$ cat src/rtl/countdown_timer.sv
// Countdown timer: loads a scaled preset code and decrements PresentTime once
// every CLK_DIV enabled cycles, flagging completion with Done/Expired.
module countdown_timer #(
    parameter int unsigned CLK_DIV     = 1000,
    parameter int unsigned PRESET_STEP = 60
) (
    input  logic        Clock,
    input  logic        Reset_n,
    input  logic [3:0]  CounterInput,
    input  logic        CounterEnable,
    input  logic        Load,
    output logic [11:0] PresentTime,
    output logic        Busy,
    output logic        Done,
    output logic        Expired
);

    localparam int unsigned TW = 12;
    localparam int unsigned PW = (CLK_DIV > 1) ? $clog2(CLK_DIV) : 1;
    localparam int unsigned FW = 36;
    localparam logic [TW-1:0] T_MAX = '1;

    typedef enum logic [2:0] {
        IDLE    = 3'd0,
        LOADED  = 3'd1,
        RUNNING = 3'd2,
        PAUSED  = 3'd3,
        EXPIRED = 3'd4
    } state_t;

    state_t          state, state_d;
    logic [PW-1:0]   presc, presc_d;
    logic [TW-1:0]   time_d;
    logic            busy_d, done_d, expired_d;
    logic [FW-1:0]   preset_full;
    logic [TW-1:0]   preset;
    logic            tick, terminal;

    // Preset scaling, saturated to the 12-bit range rather than wrapped
    always_comb begin
        preset_full = FW'(CounterInput) * FW'(PRESET_STEP);
        preset      = (preset_full > FW'(T_MAX)) ? T_MAX : preset_full[TW-1:0];
    end

    assign tick     = (state == RUNNING) && CounterEnable && (presc == PW'(CLK_DIV - 1));
    assign terminal = tick && (PresentTime == TW'(1));

    // State and output registers
    always_ff @(posedge Clock or negedge Reset_n) begin
        if (!Reset_n) begin
            state       <= IDLE;
            presc       <= '0;
            PresentTime <= '0;
            Busy        <= 1'b0;
            Done        <= 1'b0;
            Expired     <= 1'b0;
        end else begin
            state       <= state_d;
            presc       <= presc_d;
            PresentTime <= time_d;
            Busy        <= busy_d;
            Done        <= done_d;
            Expired     <= expired_d;
        end
    end

    // Next-state logic; Load overrides everything else
    always_comb begin
        state_d = state;
        if (Load) begin
            state_d = (preset != '0) ? LOADED : IDLE;
        end else begin
            case (state)
                LOADED, PAUSED: begin
                    if (CounterEnable) state_d = RUNNING;
                end
                RUNNING: begin
                    if (!CounterEnable) state_d = PAUSED;
                    else if (terminal)  state_d = EXPIRED;
                end
                default: state_d = state;
            endcase
        end
    end

    // Datapath and flag next values; the prescaler survives a pause
    always_comb begin
        time_d    = PresentTime;
        presc_d   = presc;
        if (Load) begin
            time_d  = preset;
            presc_d = '0;
        end else if ((state == RUNNING) && CounterEnable) begin
            if (tick) begin
                presc_d = '0;
                if (PresentTime != '0) time_d = PresentTime - TW'(1);
            end else begin
                presc_d = presc + PW'(1);
            end
        end
        busy_d    = (state_d == RUNNING);
        expired_d = (state_d == EXPIRED);
        done_d    = terminal && !Load;
    end

endmodule

$ cat config.mk
export PLATFORM = sky130hd
export DESIGN_NAME = countdown_timer
export DESIGN_NICKNAME = d
export VERILOG_FILES = /design/src/rtl/countdown_timer.sv
export SDC_FILE = /design/constraint.sdc
export NUM_CORES = 1
export LEC_CHECK = 0
export ABC_AREA = 1
export CAP_MARGIN = 20
export CORE_ASPECT_RATIO = 2
export CORE_MARGIN = 1
export CORE_UTILIZATION = 53
export DETAILED_ROUTE_END_ITERATION = 16
export PLACE_DENSITY = 0.78
export SLEW_MARGIN = 20
export SYNTH_ARGS = -nofsm -noshare
export SYNTH_HDL_FRONTEND = slang
export SYNTH_SLANG_ARGS = --single-unit
$ cat constraint.sdc
create_clock -name Clock -period 1.6 [get_ports Clock]
set_input_delay 0.16 -clock Clock [delete_from_list [all_inputs] [get_ports Clock]]
set_output_delay 0.16 -clock Clock [all_outputs]
set_load 0.005 [all_outputs]
== Word-level counts from Yosys, hierarchy flattened ==
Index checks and enable logic that the tools add are counted.
Operators by class
  multipliers: 1
  eq/ne operators: 7
  multiplexer cells: 13
  reduce and logical (&&, ||, !) cells: 12
  $add $sub $neg: 2
Operators by type and width (number)
  $mux W12: 4
  $mux W10: 3
  $reduce_bool A12 Y1: 2
  $eq A12 B1 Y1 const B: 1
  $mux W3: 4
  $sub A12 B1 Y12 const B: 1
  $add A10 B1 Y10 const B: 1
  $eq A10 B10 Y1 const B: 1
  $eq A3 B2 Y1 const B: 3
  $mul A4 B4 Y8 const B: 1
  $pmux W3 S2: 1
  $reduce_bool A2 Y1: 3
  $logic_and A1 B1 Y1: 4
  $eq A3 B1 Y1 const B: 1
  $eq A3 B3 Y1 const B: 1
  $reduce_and A3 Y1: 1
  $reduce_or A2 Y1: 1
  $logic_not A1 Y1: 1
  $mux W1: 1
Storage, ports and cells
  logic and storage cells: 41
  output and inout bits: 15
  bits in registers: 28
  input bits: 8

== Longest topological paths before layout ==
  word-level depth: 9
  depth in mapped cells: 14

== Least setup slack after synthesis ==
Ideal clock, no wire load.
  path kind: input-to-reg
  from: in CounterInput[0]
  to: reg Busy
  buffers on the path: 0
  cell stages on the path: 12
  arrival: 2.200 ns
  data required time: 1.528 ns
  path slack: -0.672 ns
  setup time: 0.072 ns
  path through: fa_1 > fa_1 > inv_1 > fa_1 > nand2_1 > nor2_1 > nand2_1 > nor2_1 > nand2_1 > nand2_1 > nand2_1 > nor2_1
Between the ends
  word-level cells in the longest chain between the ends: 5
Ends and longest elaborated chain
  start, declared: RTL line 9  | input logic [3:0] CounterInput,
  $mul A4 B4 Y8: RTL line 41  | preset_full = FW'(CounterInput) * FW'(PRESET_STEP);
  $reduce_bool A12 Y1: RTL line 71  | state_d = (preset != '0) ? LOADED : IDLE;
  $mux W1: RTL line 71
  $mux W3: RTL line 70  | if (Load) begin
  named net state_d[0]: RTL line 31  | state_t state, state_d;
  $eq A3 B2 Y1: RTL line 101  | busy_d = (state_d == RUNNING);
  named net busy_d: RTL line 34  | logic busy_d, done_d, expired_d;
  end signal, assigned: RTL line 61  | Busy <= busy_d;
  end, declared: RTL line 13  | output logic Busy,
The timed path passes the listed nets, and every way through them passes these cells.
A chain may end at the register's enable or synchronous reset.

== Worst setup path in the final report ==
Ends and elaborated chain as after synthesis.

==> key figures <==
Status
  • Outcome: finished, violations left
  • Failing checks: setup timing

Timing
  • FMAX: 420 MHz
  • Final WS setup: -0.783 ns
  • Slew Limit Fails: 0
  • Final period utilization: 149%
  • Unrepaired setup endpoints after global routing: yes
  • Clock Skews: 0.00486 ns
  • Slew HR: 75.4%
  • Worst slew pin tran: 0.369 ns
  • Setup violators final: 8
  • Hold Fails Final Rpt: 0
  • Min cycle time layout: 2.38 ns
  • Hold WS: 0.252 ns

Route
  • Pre-Repair DR Iteration Count: 5
  • Antenna viol nets, final: 0
  • Drc violations: 0
  • Vias: 2263
  • Routed vias/inst: 5.51
  • Final WL: 6280 um
  • WL per Instance: 15.3 um
  • Initial DRC count: 72

Logic synthesis
  • Mux cell area share after synthesis: 0.478%
  • Sequential area share after synthesis: 33.5%
  • Synth Area in Compound Gates: 8.13%
  • Post-synth net total: 318
  • Post-synthesis cell count: 290
  • Simple-Gate Fraction of Synth Area: 34.6%
  • Yosys reg bits: 28
  • Synth unique cells: 29
  • Largest family of logic cells by synthesized area: simple AND/OR/NAND/NOR gates
  • Synth warn: 0
  • Mean Syn Cell Area: 7.21 sq um
  • Adder-cell area share of the yosys netlist: 13.8%
  • Cell Area, Synth: 0.00209 sq mm
  • Synth Area in XOR/XNOR: 1.67%

Clock tree
  • Root Driver: clkbuf_8
  • CTS buffer count: 3
  • Clk buf depth: 2
  • CTS tree: yes
  • Clk Latency, worst-skew pair: 0.27 ns
  • CTS H-tree depth: 1
  • Hold_buf cts: 0
  • Worst-path clk slew: 0.09 ns
  • CTS Sinks: 28

Power and ir drop
  • Max rail drop VDD: 0.000552 V
  • Tot Pwr: 2.29 mW
  • PwrDens: 773 mW/mm^2
  • Pleak: 1.43 nW

Critical path
  • Worst r2r src: PresentTime[2]
  • CP Class: input pin to flop
  • Critical-path cell list: buf_6, fa_1, fa_1, inv_2, fa_2, nand2_1, nor2_1, nand2_1, nor2_1, nand2_1, nand2_1, nand2_2, nor2_1
  • Crit path largest cell delay: 0.55 ns
  • Worst Path Required: 1.81 ns
  • R2R setup slack: -0.07 ns
  • Worst path buffer plus inverter count: 2
  • R2R cell count: 8
  • CP Data Arrival Time: 2.59 ns
  • Reg-to-reg endpoint: PresentTime[6]
  • CP endpoint kind: flop
  • CP Max Fanout: 3
  • CP max stage cell: fa_1
  • Crit path launch type: input pin
  • CP delay by family, top: adder cells
  • Cell repeated most along the worst path: nand2_1

Final layout
  • Share of cells above drive strength 1: 28.1%
  • Antenna cell count: 0
  • Fill count: 261
  • P&R area growth vs syn: 41.8%
  • Sequential Area: 701 sq um
  • Area of the multi-input gates: 0.00142 sq mm
  • Non-filler cells, final: 411
  • Nets@finish: 390

Place
  • Number of port buffers: 22
  • Dpl hpwl: 4320 um
  • GP Congestion: 0.868
  • Placed Cells: 399

Floorplan
  • Core area: 0.00380 sq mm
  • DIE AREA: 0.00422 sq mm
  • Initial Util: 55.0%
  • Die Height: 90.9 um
  • Top-level I/O count: 23
  • Die W: 46.4 um
  • # rows: 32

Global route
  • GR Util All Layers: 31.0%
  • First-pass GRT wire length: 9490 um
  • Largest net degree at the start of global routing: 29
  • Vias in the first global route: 2260
  • Grt total ovfl: 0
  • Initial antenna violation count: 0

Run
  • Max-cap viol count: 0

Min path
  • HP Class: input pin to asynchronous set/reset pin
cell usage after synthesis:
cell / n / area share, %
dfrtp_1: 28 / 33
nand2_2: 3 / 0.90
ha_1: 15 / 9.0
buf_4: 1 / 0.36
nor2_1: 36 / 6.5
xnor2_1: 1 / 0.42
nand4_1: 6 / 1.8
nor3_1: 5 / 1.2
nor2_4: 2 / 1.1
mux2i_1: 1 / 0.48
nand3_1: 25 / 6.0
fa_1: 5 / 4.8
nor3_2: 1 / 0.48
xor2_1: 3 / 1.3
or2_2: 1 / 0.30
a21o_1: 1 / 0.36
a31o_2: 1 / 0.42
o21ai_2: 2 / 0.84
nand2_1: 80 / 14
o21ai_1: 2 / 0.48
inv_1: 35 / 6.3
a21oi_1: 17 / 4.1
inv_2: 2 / 0.36
clkbuf_1: 2 / 0.36
nor2_2: 2 / 0.60
o21ai_0: 7 / 1.7
o22ai_1: 1 / 0.30
buf_6: 1 / 0.54
nand3b_1: 4 / 1.4
flip-flops by register name, indices dropped and copies added, names as in the netlist:
name / flops
Busy: 1
Done: 1
Expired: 1
PresentTime: 12
presc: 10
state: 3
per-stage QoR:
step / setup WS, ns / setup TNS, ns / utilization (%) / instance area, sq um
after floorplan: -0.672 / -4.37 / - / 2100
after global placement: -1.24 / -9.98 / 70.0 / 2660
after detailed placement: -1.34 / -10.73 / 70.0 / 2660
after CTS: -0.725 / -4.69 / 74.6 / 2840
after global routing: -0.914 / -5.96 / 78.0 / 2970
final: -0.783 / -4.99 / 78.0 / 2970
cell usage in the layout (no fill, tap or decap), types with 7 or more instances in the layout:
cell             instances
clkdlybuf4s50_1         18
nand3_2                  7
nand3_1                 17
a21oi_1                 17
nand2_1                 75
nand2_2                  7
buf_4                   47
ha_1                     9
dfrtp_1                 28
nor2_1                  30
inv_1                   31
how the worst max path moves through the flow:
| stage | start | end | slack, ns | cells after the start |
|---|---|---|---|---|
| 2_1_floorplan | CounterInput[0] | Busy | -0.67 | 12 |
| 3_3_place_gp | CounterInput[1] | Expired | -1.24 | 13 |
| 3_5_place_dp | CounterInput[1] | Expired | -1.34 | 14 |
| 4_1_cts | CounterInput[1] | Expired | -0.73 | 13 |
| 5_1_grt | CounterInput[0] | Busy | -0.91 | 13 |
| 6_report | CounterInput[0] | Busy | -0.78 | 13 |
layer usage:
layer,global-route usage [%],part of all wire [%],vias to the layer above
met5,0,0,-
met4,21.3,5.8,0
met3,4.40,3.1,36
met2,55.9,59,75
met1,28.0,32,1084
li1,-,-,1068
cell families after synthesis:
| kind of cell | count (synthesis) |
|---|---|
| AND/OR/NAND/NOR | 165 |
| buffers and inverters | 41 |
| AO/OA/AOI/OAI | 31 |
| flip-flops | 28 |
| adder cells (fa/ha/maj) | 20 |
| XOR/XNOR | 4 |
| multiplexers | 1 |
layout make-up:
cell class / count / area share [%]
Inverter: 37 / 4.68
Sequential cell: 28 / 23.6
Multi-Input combinational cell: 221 / 47.8
Timing Repair Buffer: 71 / 20.4
Clock buffer: 3 / 1.39
Tap cell: 51 / 2.15
power by group:
part | switching [mW] | internal [mW] | total [mW]
combinational | 0.577 | 0.530 | 1.11
clock | 0.213 | 0.169 | 0.383
sequential | 0.0451 | 0.759 | 0.804
total | 0.836 | 1.46 | 2.29
timing repair:
item,CTS,global route
cloned,0,0
buffers inserted,6,3
resized for setup,33,28
setup endpoints to repair,10,19
pin swaps,18,15
(Power assumes the default switching activity.)
